[src/rtl/amo_sequencer_pkg.sv]
// Shared types and constants for the RV64A atomic sequencer.
package amo_sequencer_pkg;
  localparam int AMO_XLEN = 64;
  localparam int AMO_RESV_GRAN = 3;

  localparam logic [2:0] FUNCT3_W = 3'h2;
  localparam logic [2:0] FUNCT3_D = 3'h3;

  typedef enum logic [1:0] {IDLE, READ, WRITE, RESP} amo_state_t;

  typedef enum logic [4:0] {
    AMO_ADD  = 5'b00000,
    AMO_SWAP = 5'b00001,
    AMO_LR   = 5'b00010,
    AMO_SC   = 5'b00011,
    AMO_XOR  = 5'b00100,
    AMO_OR   = 5'b01000,
    AMO_AND  = 5'b01100,
    AMO_MIN  = 5'b10000,
    AMO_MAX  = 5'b10100,
    AMO_MINU = 5'b11000,
    AMO_MAXU = 5'b11100
  } funct5_amo_type_t;

  function automatic logic funct5_legal(input logic [4:0] f);
    case (f)
      AMO_ADD, AMO_SWAP, AMO_LR, AMO_SC, AMO_XOR, AMO_OR,
      AMO_AND, AMO_MIN, AMO_MAX, AMO_MINU, AMO_MAXU: funct5_legal = 1'b1;
      default: funct5_legal = 1'b0;
    endcase
  endfunction
endpackage

[src/rtl/amo_sequencer_alu.sv]
// Combinational AMO operator: new = op(old, src). Word ops use the low 32 bits of the result.
module amo_alu
  import amo_sequencer_pkg::*;
(
  input  logic [AMO_XLEN-1:0] old_val,
  input  logic [AMO_XLEN-1:0] src_val,
  input  funct5_amo_type_t    funct5,
  input  logic                is_word,
  output logic [AMO_XLEN-1:0] new_val
);
  logic [AMO_XLEN-1:0] a;
  logic [AMO_XLEN-1:0] b;
  logic lt_s;
  logic lt_u;

  // Sign-extending word operands keeps both signed and unsigned 32-bit ordering intact at 64 bits.
  always_comb begin
    a = is_word ? {{32{old_val[31]}}, old_val[31:0]} : old_val;
    b = is_word ? {{32{src_val[31]}}, src_val[31:0]} : src_val;
    lt_s = $signed(a) < $signed(b);
    lt_u = a < b;
    case (funct5)
      AMO_ADD:  new_val = a + b;
      AMO_XOR:  new_val = a ^ b;
      AMO_OR:   new_val = a | b;
      AMO_AND:  new_val = a & b;
      AMO_MIN:  new_val = lt_s ? a : b;
      AMO_MAX:  new_val = lt_s ? b : a;
      AMO_MINU: new_val = lt_u ? a : b;
      AMO_MAXU: new_val = lt_u ? b : a;
      default:  new_val = b;
    endcase
  end
endmodule

[src/rtl/amo_sequencer.sv]
// MEM-stage sequencer for LR/SC/AMO as read-modify-write bus transactions; owns the LR reservation.
module amo_sequencer
  import amo_sequencer_pkg::*;
#(
  parameter int XLEN = AMO_XLEN,
  parameter int RESV_GRAN = AMO_RESV_GRAN
) (
  input  logic            clk,
  input  logic            rst_n,
  input  logic            req_valid,
  output logic            req_ready,
  input  logic [2:0]      req_funct3,
  input  logic [4:0]      req_funct5,
  input  logic [XLEN-1:0] req_addr,
  input  logic [XLEN-1:0] req_data,
  input  logic [4:0]      req_rd,
  output logic            mem_req,
  output logic            mem_we,
  output logic [XLEN-1:0] mem_addr,
  output logic [XLEN-1:0] mem_wdata,
  output logic [7:0]      mem_wstrb,
  input  logic            mem_ack,
  input  logic [XLEN-1:0] mem_rdata,
  input  logic            snoop_st,
  input  logic [XLEN-1:0] snoop_addr,
  input  logic            clear_resv,
  output logic            rsp_valid,
  output logic [4:0]      rsp_rd,
  output logic [XLEN-1:0] rsp_data,
  output logic            rsp_err,
  output logic            busy,
  output amo_state_t      fsm_state
);
  // Handshake: a request is taken on a rising edge where req_valid && req_ready; rsp_valid is a
  // single-cycle pulse with no backpressure; mem_req holds with stable address until mem_ack.
  amo_state_t state, state_nxt;

  funct5_amo_type_t op_f5;
  logic op_word;
  logic [XLEN-1:0] op_addr;
  logic [XLEN-1:0] op_src;
  logic err_q;
  logic resv_valid;
  logic [XLEN-1:RESV_GRAN] resv_gran;

  logic accept, is_word_in, req_err, req_sc, sc_ok;
  logic snoop_hit_req, snoop_hit_op, snoop_hit_resv, lr_done;
  logic [31:0] lane_word;
  logic [XLEN-1:0] rd_val, alu_val, alu_wdata;
  logic unused_bits;

  assign accept     = req_valid && req_ready;
  assign is_word_in = (req_funct3 == FUNCT3_W);
  assign req_err    = !(is_word_in || req_funct3 == FUNCT3_D) || !funct5_legal(req_funct5)
                      || (is_word_in ? (req_addr[1:0] != 2'b0) : (req_addr[2:0] != 3'b0));
  assign req_sc     = (req_funct5 == AMO_SC);

  assign snoop_hit_req  = snoop_st && (snoop_addr[XLEN-1:RESV_GRAN] == req_addr[XLEN-1:RESV_GRAN]);
  assign snoop_hit_op   = snoop_st && (snoop_addr[XLEN-1:RESV_GRAN] == op_addr[XLEN-1:RESV_GRAN]);
  assign snoop_hit_resv = snoop_st && (snoop_addr[XLEN-1:RESV_GRAN] == resv_gran);
  assign sc_ok = resv_valid && (resv_gran == req_addr[XLEN-1:RESV_GRAN])
                 && !clear_resv && !snoop_hit_req;
  assign lr_done = (state == READ) && mem_ack && (op_f5 == AMO_LR);

  assign lane_word = op_addr[2] ? mem_rdata[63:32] : mem_rdata[31:0];
  assign rd_val    = op_word ? {{32{lane_word[31]}}, lane_word} : mem_rdata;
  assign alu_wdata = op_word ? {alu_val[31:0], alu_val[31:0]} : alu_val;
  assign mem_addr  = {op_addr[XLEN-1:3], 3'b0};
  assign unused_bits = ^{op_addr[1:0], snoop_addr[RESV_GRAN-1:0]};

  amo_alu u_alu (
    .old_val(rd_val),
    .src_val(op_src),
    .funct5 (op_f5),
    .is_word(op_word),
    .new_val(alu_val)
  );

  always_ff @(posedge clk or negedge rst_n) begin
    if (!rst_n) state <= IDLE;
    else        state <= state_nxt;
  end

  always_comb begin
    state_nxt = state;
    case (state)
      IDLE: if (accept) begin
        if (req_err)     state_nxt = RESP;
        else if (req_sc) state_nxt = sc_ok ? WRITE : RESP;
        else             state_nxt = READ;
      end
      READ:    if (mem_ack) state_nxt = (op_f5 == AMO_LR) ? RESP : WRITE;
      WRITE:   if (mem_ack) state_nxt = RESP;
      RESP:    state_nxt = IDLE;
      default: state_nxt = IDLE;
    endcase
  end

  always_comb begin
    req_ready = (state == IDLE);
    busy      = (state != IDLE);
    mem_req   = (state == READ) || (state == WRITE);
    mem_we    = (state == WRITE);
    rsp_valid = (state == RESP);
    rsp_err   = (state == RESP) && err_q;
    fsm_state = state;
  end

  always_ff @(posedge clk or negedge rst_n) begin
    if (!rst_n) begin
      op_f5     <= AMO_ADD;
      op_word   <= 1'b0;
      op_addr   <= '0;
      op_src    <= '0;
      err_q     <= 1'b0;
      rsp_rd    <= '0;
      rsp_data  <= '0;
      mem_wdata <= '0;
      mem_wstrb <= '0;
    end else if (accept) begin
      op_f5     <= funct5_amo_type_t'(req_funct5);
      op_word   <= is_word_in;
      op_addr   <= req_addr;
      op_src    <= req_data;
      err_q     <= req_err;
      rsp_rd    <= req_rd;
      rsp_data  <= (!req_err && req_sc && !sc_ok) ? {{(XLEN-1){1'b0}}, 1'b1} : '0;
      mem_wdata <= is_word_in ? {req_data[31:0], req_data[31:0]} : req_data;
      mem_wstrb <= !is_word_in ? 8'hFF : (req_addr[2] ? 8'hF0 : 8'h0F);
    end else if (state == READ && mem_ack) begin
      rsp_data  <= rd_val;
      mem_wdata <= alu_wdata;
    end
  end

  // A snoop landing in the same cycle as the LR read ack wins over the new reservation.
  always_ff @(posedge clk or negedge rst_n) begin
    if (!rst_n) begin
      resv_valid <= 1'b0;
      resv_gran  <= '0;
    end else if (lr_done) begin
      resv_valid <= !(clear_resv || snoop_hit_op);
      resv_gran  <= op_addr[XLEN-1:RESV_GRAN];
    end else if (clear_resv || snoop_hit_resv || (accept && req_sc)) begin
      resv_valid <= 1'b0;
    end
  end
endmodule
[config.mk]
export PLATFORM = sky130hd
export DESIGN_NAME = amo_sequencer
export DESIGN_NICKNAME = d
export VERILOG_FILES = /design/src/rtl/amo_sequencer_pkg.sv /design/src/rtl/amo_sequencer_alu.sv /design/src/rtl/amo_sequencer.sv
export SDC_FILE = /design/constraint.sdc
export NUM_CORES = 1
export LEC_CHECK = 0
export CAP_MARGIN = 0
export CORE_MARGIN = 3
export CORE_UTILIZATION = 50
export DETAILED_ROUTE_END_ITERATION = 6
export GPL_ROUTABILITY_DRIVEN = 1
export PLACE_DENSITY = 0.85
export SYNTH_ARGS = -nofsm -noshare
export SYNTH_HDL_FRONTEND = slang
export SYNTH_HIERARCHICAL = 1
export SYNTH_SLANG_ARGS = --single-unit
[constraint.sdc]
create_clock -name clk -period 15.4 [get_ports clk]
set_clock_uncertainty 0.1 [all_clocks]
set_input_delay 4.62 -clock clk [delete_from_list [all_inputs] [get_ports clk]]
set_output_delay 4.62 -clock clk [all_outputs]
set_load 0.005 [all_outputs]
==> metrics.cfg, run 1 <==
[yosys]
synth_edf_count = 0
synth_area_per_cell_um2 = 7.94
synth_area_mm2 = 0.0282
synth_warnings = 6
synth_ff_type = dfrtp_1
yosysMostFrequentCell = nand2_1
synth-seq-cells = 332
synthArstFlopShare_pct = 100
yosys.area.top_type = dfrtp_1
synth.top_cell.area_share_pct = 29.4
synthDistinctLibCells = 80
syn_inst = 3554
synthTopCellsByCount = nand2_1, dfrtp_1, a21oi_1, inv_1, ha_1
synthTopCellsByArea = dfrtp_1, ha_1, nand2_1, a21oi_1, xor2_1
synth-seq-area-share_pct = 29.4

[die]
start_util_pct = 50.9
die_w_um = 244
die-area_mm2 = 0.0593
pin_count = 488
placementRows = 86
die_h_um = 244
core_mm2 = 0.0554

[cts]
path_clk_slew_ns = 0.07
clock-root-buffer = clkbuf_16
clock_sinks = 332
numCtsBuffers = 36
cts_resized = 0
insertion_delay_ns = 0.55
post_cts_buffers = 0
htree_levels = 2
hold_buffers = 0
cts_tree = yes
cts.path.max_buffers = 3

[timing]
post-route-period-util_pct = 79.6
grt_setup_unrepaired = false
setup_tns_ns = 0
drv_slew = 0
final.min_clock_period_ns = 12.26
fmax_mhz = 81.6
final-setup-viol-count = 0
hold_viol_final = 0
worst_pin_slew_ns = 1.24
max-slew-margin-rel_pct = 16.6

[global_routing]
grt_first_pass_wirelength_mm = 186
antenna_found_initial = 9
grt_pass1_vias = 27600
overflow = 0
track_usage_pct = 42.1
grt_max_degree = 217

[critical_path]
criticalPathCategory = input pin to flip-flop
reg2reg_slack_ns = 6.32
r2r-end = mem_wdata[39]
r2r_start = op_word
crit_path_start_kind = input pin
end_kind = flip-flop
cp_max_fo = 33
cp.required_ns = 15.77
arrival_ns = 12.63
reg2reg_depth = 22

[route]
route.detailed.drc = 23
routed_via_density = 6.48
drt_iter0_drc = 4707
first_pass_iters = 7
ant_nets = 0
routed_wl_mm = 130
wire_per_inst_um = 28.3
dr_total_vias = 29800

[layout]
fin_nets = 4296
syn_to_final_growth_pct = 21.1
drive_gt1_share_pct = 4.00
final_cells = 4605

[status]
outcome = complete, but fails checks
violations = DRC

[pwr]
p_clk_share_pct = 10.4
power_density_mw_per_mm2 = 251
power_frac_seq_pct = 20.3
combPwrFrac_pct = 69.3
power.switching_mw = 4.66
finalPower_mw = 8.60
p_int_mw = 3.94
swShare_pct = 54.2
vdd_drop_max_mv = 0.225
power_leakage_nw = 15.9

[worst_hold_path]
whs_path_depth = 2
hp-class = flip-flop to flip-flop
hold_start = rsp_rd[3]
hold_end = rsp_rd[3]

[placement]
place.gp.congestion = 1.09
dp.final_hpwl_mm = 100
dp_cells = 4534
io_buffer_count = 481

[job]
drv_cap = 0

[cells by family (layout without fill, tap and decap cells)]
logic type | Yosys count | count (layout) | synth area share (%)
AO/OA/AOI/OAI | 973 | 973 | 22.0
XOR/XNOR | 256 | 256 | 7.95
adder cells (fa/ha/maj) | 197 | 197 | 8.76
buffers and inverters | 523 | 816 | 8.07
flip-flops | 332 | 332 | 29.4
multiplexers | 167 | 167 | 6.23
other | 1 | 11 | 0.0133
AND/OR/NAND/NOR | 1105 | 1105 | 17.6
[power by group through the flow]
stage | logic [mW] | registers [mW] | clock network [mW]
6_report | 5.96 | 1.74 | 0.892
5_1_grt | 6.26 | 1.77 | 0.923
2_1_floorplan | 3.53 | 1.54 | 0
3_5_place_dp | 5.62 | 1.72 | 0
4_1_cts | 5.67 | 1.71 | 0.893
3_3_place_gp | 5.57 | 1.70 | 0
[stage by stage]
step                hold slack (ns)  cell area, um^2  util [%]  setup slack, ns
global route                  0.411            34200      61.7             3.05
global placement              0.358            33000      59.5             3.12
floorplan                     0.342            28200         -             5.38
detailed placement            0.365            33000      59.5             3.09
finish                        0.378            34200      61.7             3.14
CTS                           0.378            34200      61.6             3.62
[worst max-delay path, stage by stage]
cell and delay (ns):
clkdlybuf4s50_1 0.64, nand2_1 0.09, o21ai_1 0.07, nand2_1 0.06
buf_4 0.26, o21ai_0 0.11, buf_4 0.21, inv_1 0.09
nor2_2 0.11, buf_4 0.39, a21oi_1 0.17, ha_1 0.56
nor4_1 0.78, nand4_1 0.28, nor4b_1 0.66, nor2_1 0.08
mux2i_1 0.18, o21a_2 0.22, xnor2_1 0.10, buf_4 0.24
o21bai_2 0.33, buf_4 0.58, a222oi_1 0.23, a22oi_1 0.83
mux2i_1 0.27, nand2_1 0.14, o211ai_1 0.10, o21ai_1 0.14
[area by class of cell]
| cell class | instances | area (um^2) |
|---|---|---|
| Timing Repair Buffer | 526 | 5180 |
| Clock inverter | 16 | 174 |
| Clock buffer | 47 | 1000 |
| Inverter | 227 | 852 |
| Multi-Input combinational cell | 2701 | 17700 |
| Fill cell | 4754 | 21200 |
| Antenna cell | 8 | 20.0 |
| Tap cell | 748 | 936 |
| Sequential cell | 332 | 8310 |
[state kept, by name (all words and copies together), names as in the netlist]
| name | count |
|---|---|
| op_src | 64 |
| fsm_state | 2 |
| op_word | 1 |
| rsp_rd | 5 |
| op_addr | 62 |
| rsp_data | 64 |
| op_f5 | 5 |
| resv_valid | 1 |
| mem_wstrb | 2 |
| err_q | 1 |
| mem_wdata | 64 |
| resv_gran | 61 |
[placed cells by master, fill, tap and decap left out, types with 43 or more instances in the layout]
master and instances:
clkdlybuf4s50_1 480, xnor2_1 98, dfrtp_1 330, buf_4 43, o211ai_1 47, xor2_1 158, nand4_1 49, a21oi_1 292
a21o_1 53, nand2b_1 50, nand2_1 616, mux2_1 61, nor4_1 58, o21ai_1 87, o21ai_0 185, inv_1 223
nor2_1 153, mux2i_1 103, ha_1 196
[worst max-delay path by stage]
stage	from	to	slack, ns	depth (start not counted)
4_1_cts	mem_rdata[63]	mem_wdata[39]	3.62	29
6_report	mem_rdata[63]	mem_wdata[39]	3.14	28
3_5_place_dp	mem_rdata[63]	mem_wdata[39]	3.09	29
2_1_floorplan	mem_rdata[31]	mem_wdata[49]	5.38	28
3_3_place_gp	mem_rdata[63]	mem_wdata[39]	3.12	29
5_1_grt	mem_rdata[63]	mem_wdata[39]	3.05	29
[layer usage]
metal	wire length (um)	global-route usage [%]	vias up
li1	-	-	12800
met1	49300	55.7	14200
met2	52100	58.7	2318
met3	19900	16.6	461
met4	8950	22.3	4
met5	25	1.06	-
Note: power is estimated with default switching activity, not from simulation.
==> run 2: changes to the inputs <==
==> constraint.sdc (replaced) <==
create_clock -name clk -period 12.6 [get_ports clk]
set_clock_uncertainty 0.1 [all_clocks]
set_input_delay 3.78 -clock clk [delete_from_list [all_inputs] [get_ports clk]]
set_output_delay 3.78 -clock clk [all_outputs]
set_load 0.005 [all_outputs]
==> metrics.cfg, run 2 (synthesis results as in run 1) <==
[cts]
post_cts_buffers = 0  ; unchanged
cts.path.max_buffers = 3  ; unchanged
clock-root-buffer = clkbuf_16
path_clk_slew_ns = 0.06  ; about the same
cts_resized = 0  ; unchanged
cts_tree = yes
clock_sinks = 332  ; unchanged
numCtsBuffers = 35  ; -2.8%
insertion_delay_ns = 0.55  ; about the same
htree_levels = 2  ; unchanged
hold_buffers = 0  ; unchanged

[critical_path]
reg2reg_slack_ns = 3.70  ; -2.62 ns
cp.required_ns = 12.96  ; -2.81 ns
critPathCapture = mem_wdata[48]
reg2reg_depth = 23  ; +4.5%
crit_buf_inv = 6  ; -1
crit_path_start_kind = input pin
cp_max_fo = 23  ; -30%
crit_top_cell = inv_1
r2r-end = mem_wdata[48]
end_kind = flip-flop
critPathSlowestCell = o21ai_0
cp_num_cells = 24  ; -14%
cp_top_family = compound AO/OA/AOI/OAI gates
startpoint = mem_rdata[31]
arrival_ns = 11.32  ; -1.31 ns
criticalPathCategory = input pin to flip-flop
cpPeakStageDelay_ns = 0.74  ; -0.09 ns
path_cells = clkdlybuf4s50_1, inv_1, o21ai_0, inv_1, nor2_2, buf_4, a21o_1, inv_1, ha_1, nor4_2, nand4_1, or4_1, or3_1, o22ai_1, o21a_2, xnor2_1, o21bai_4, buf_4, a21oi_1, o211ai_1, mux2i_1, nand2_1, o211ai_1, o21ai_1
r2r_start = op_word

[layout]
reg_top3 = mem_wdata x64, op_src x64, rsp_data x64
fin_nets = 4318  ; +0.51%
final_common_cell = nand2_1
final_cell_mix = nand2_1, clkdlybuf4s50_1, dfrtp_1
drive_gt1_share_pct = 4.54  ; +0.54 points
syn_to_final_growth_pct = 21.9

[route]
wire_per_inst_um = 29.0  ; +2.6%
route.detailed.drc = 0  ; -100%
first_pass_iters = 6  ; -1
routed_wl_mm = 134  ; +3.1%
routed_via_density = 6.45  ; -0.45%
drt_iter0_drc = 4457  ; -5.3%
ant_nets = 0  ; unchanged
dr_total_vias = 29800  ; +0.027%

[status]
outcome = completed

[placement]
io_buffer_count = 481  ; unchanged
place.gp.congestion = 1.06  ; -2.6%
dp.final_hpwl_mm = 105  ; +5.0%

[timing]
post-route-period-util_pct = 87.0
final-setup-viol-count = 0  ; unchanged
grt_setup_unrepaired = false
setup_tns_ns = 0  ; unchanged
final.min_clock_period_ns = 10.96
hold_viol_final = 0  ; unchanged
drv_slew = 0  ; unchanged
max-slew-margin-rel_pct = 8.62  ; -8.0 points
fmax_mhz = 91.3
whs_ns = 0.374  ; -0.00481 ns
worst_pin_slew_ns = 1.36  ; +0.119 ns

[worst_hold_path]
hp-class = flip-flop to flip-flop

[job]
drv_cap = 0  ; unchanged

[die]
die_w_um = 244  ; unchanged
pin_count = 488  ; unchanged
die-area_mm2 = 0.0593  ; unchanged
die_h_um = 244  ; unchanged
core_mm2 = 0.0554  ; unchanged
start_util_pct = 50.9  ; unchanged
placementRows = 86  ; unchanged

[pwr]
power_density_mw_per_mm2 = 312  ; +24%
power_leakage_nw = 16.0  ; +0.82%
vdd_drop_max_mv = 0.247  ; +10%

[global_routing]
track_usage_pct = 43.7  ; +1.7 points
antenna_found_initial = 5  ; -4
overflow = 0  ; unchanged
grt_max_degree = 165  ; -24%
grt_first_pass_wirelength_mm = 193  ; +3.6%
grt_pass1_vias = 27800  ; +0.80%

run 2: cell types whose count changed in the layout (fill, tap and decap cells not counted), sizes merged:
cell / delta
buf: +23
bufinv: +3
clkbuf: -2
clkinv: -2
clkinvlp: +2
diode: -2
run 2: how the worst min path moves through the flow:
stage | from | to | slack [ns] | cells after the start
4_1_cts | rsp_rd[4] | rsp_rd[4] | 0.38 | 2
5_1_grt | rsp_rd[4] | rsp_rd[4] | 0.40 | 2
3_5_place_dp | rsp_rd[4] | rsp_rd[4] | 0.36 | 2
3_3_place_gp | op_src[55] | op_src[55] | 0.36 | 2
2_1_floorplan | err_q | err_q | 0.34 | 2
6_report | rsp_rd[4] | rsp_rd[4] | 0.37 | 2
run 2: cell type report:
cell class	instances	area (um^2)
fill	4820	21000
multi-input combinational	2701	17700
sequential	332	8310
timing repair buffer	549	5340
clock buffer	45	975
tap	748	936
inverter	227	852
clock inverter	19	273
antenna	6	15.0
run 2: through the flow:
stage	power, mW	setup slack (ns)	area, um^2	instances	util, %
after floorplan	6.20	3.42	28200	3556	-
after global placement	9.11	1.58	33100	4557	59.8
after detailed placement	9.15	1.56	33100	4557	59.8
after CTS	10.4	2.10	34400	4621	62.1
after global routing	11.2	1.45	34400	4624	62.1
final	10.7	1.64	34400	4627	62.1
run 2: metal layers:
| metal | global-route usage [%] | vias to the layer above | wire length, um |
|---|---|---|---|
| met5 | 0 | - | 11 |
| met3 | 16.0 | 418 | 19600 |
| li1 | - | 12900 | - |
| met2 | 61.3 | 2251 | 54300 |
| met4 | 25.0 | 2 | 9530 |
| met1 | 58.0 | 14300 | 50900 |
run 2: where the power goes:
group	internal (mW)	switching, mW
Sequential	1.54	0.595
Clock	0.676	0.468
Combinational	2.72	4.75
run 2: worst register-to-register path, cell delays in order, from the launching register on:
cell and delay (ns):
dfrtp_2 0.50, buf_4 0.70, nand2_2 0.49, buf_4 0.44, o21ai_1 0.82, inv_1 0.11
ha_1 0.47, nor4_1 0.84, nand3_1 0.28, a21oi_1 0.42, nor4_1 0.21, o311ai_0 0.38
a31oi_1 0.16, buf_4 0.23, mux2i_1 0.18, buf_4 0.31, o21bai_4 0.40, buf_4 0.40
a21oi_1 0.08, o211ai_1 0.53, mux2i_1 0.37, nand2_1 0.16, o211ai_1 0.11, o21ai_1 0.12
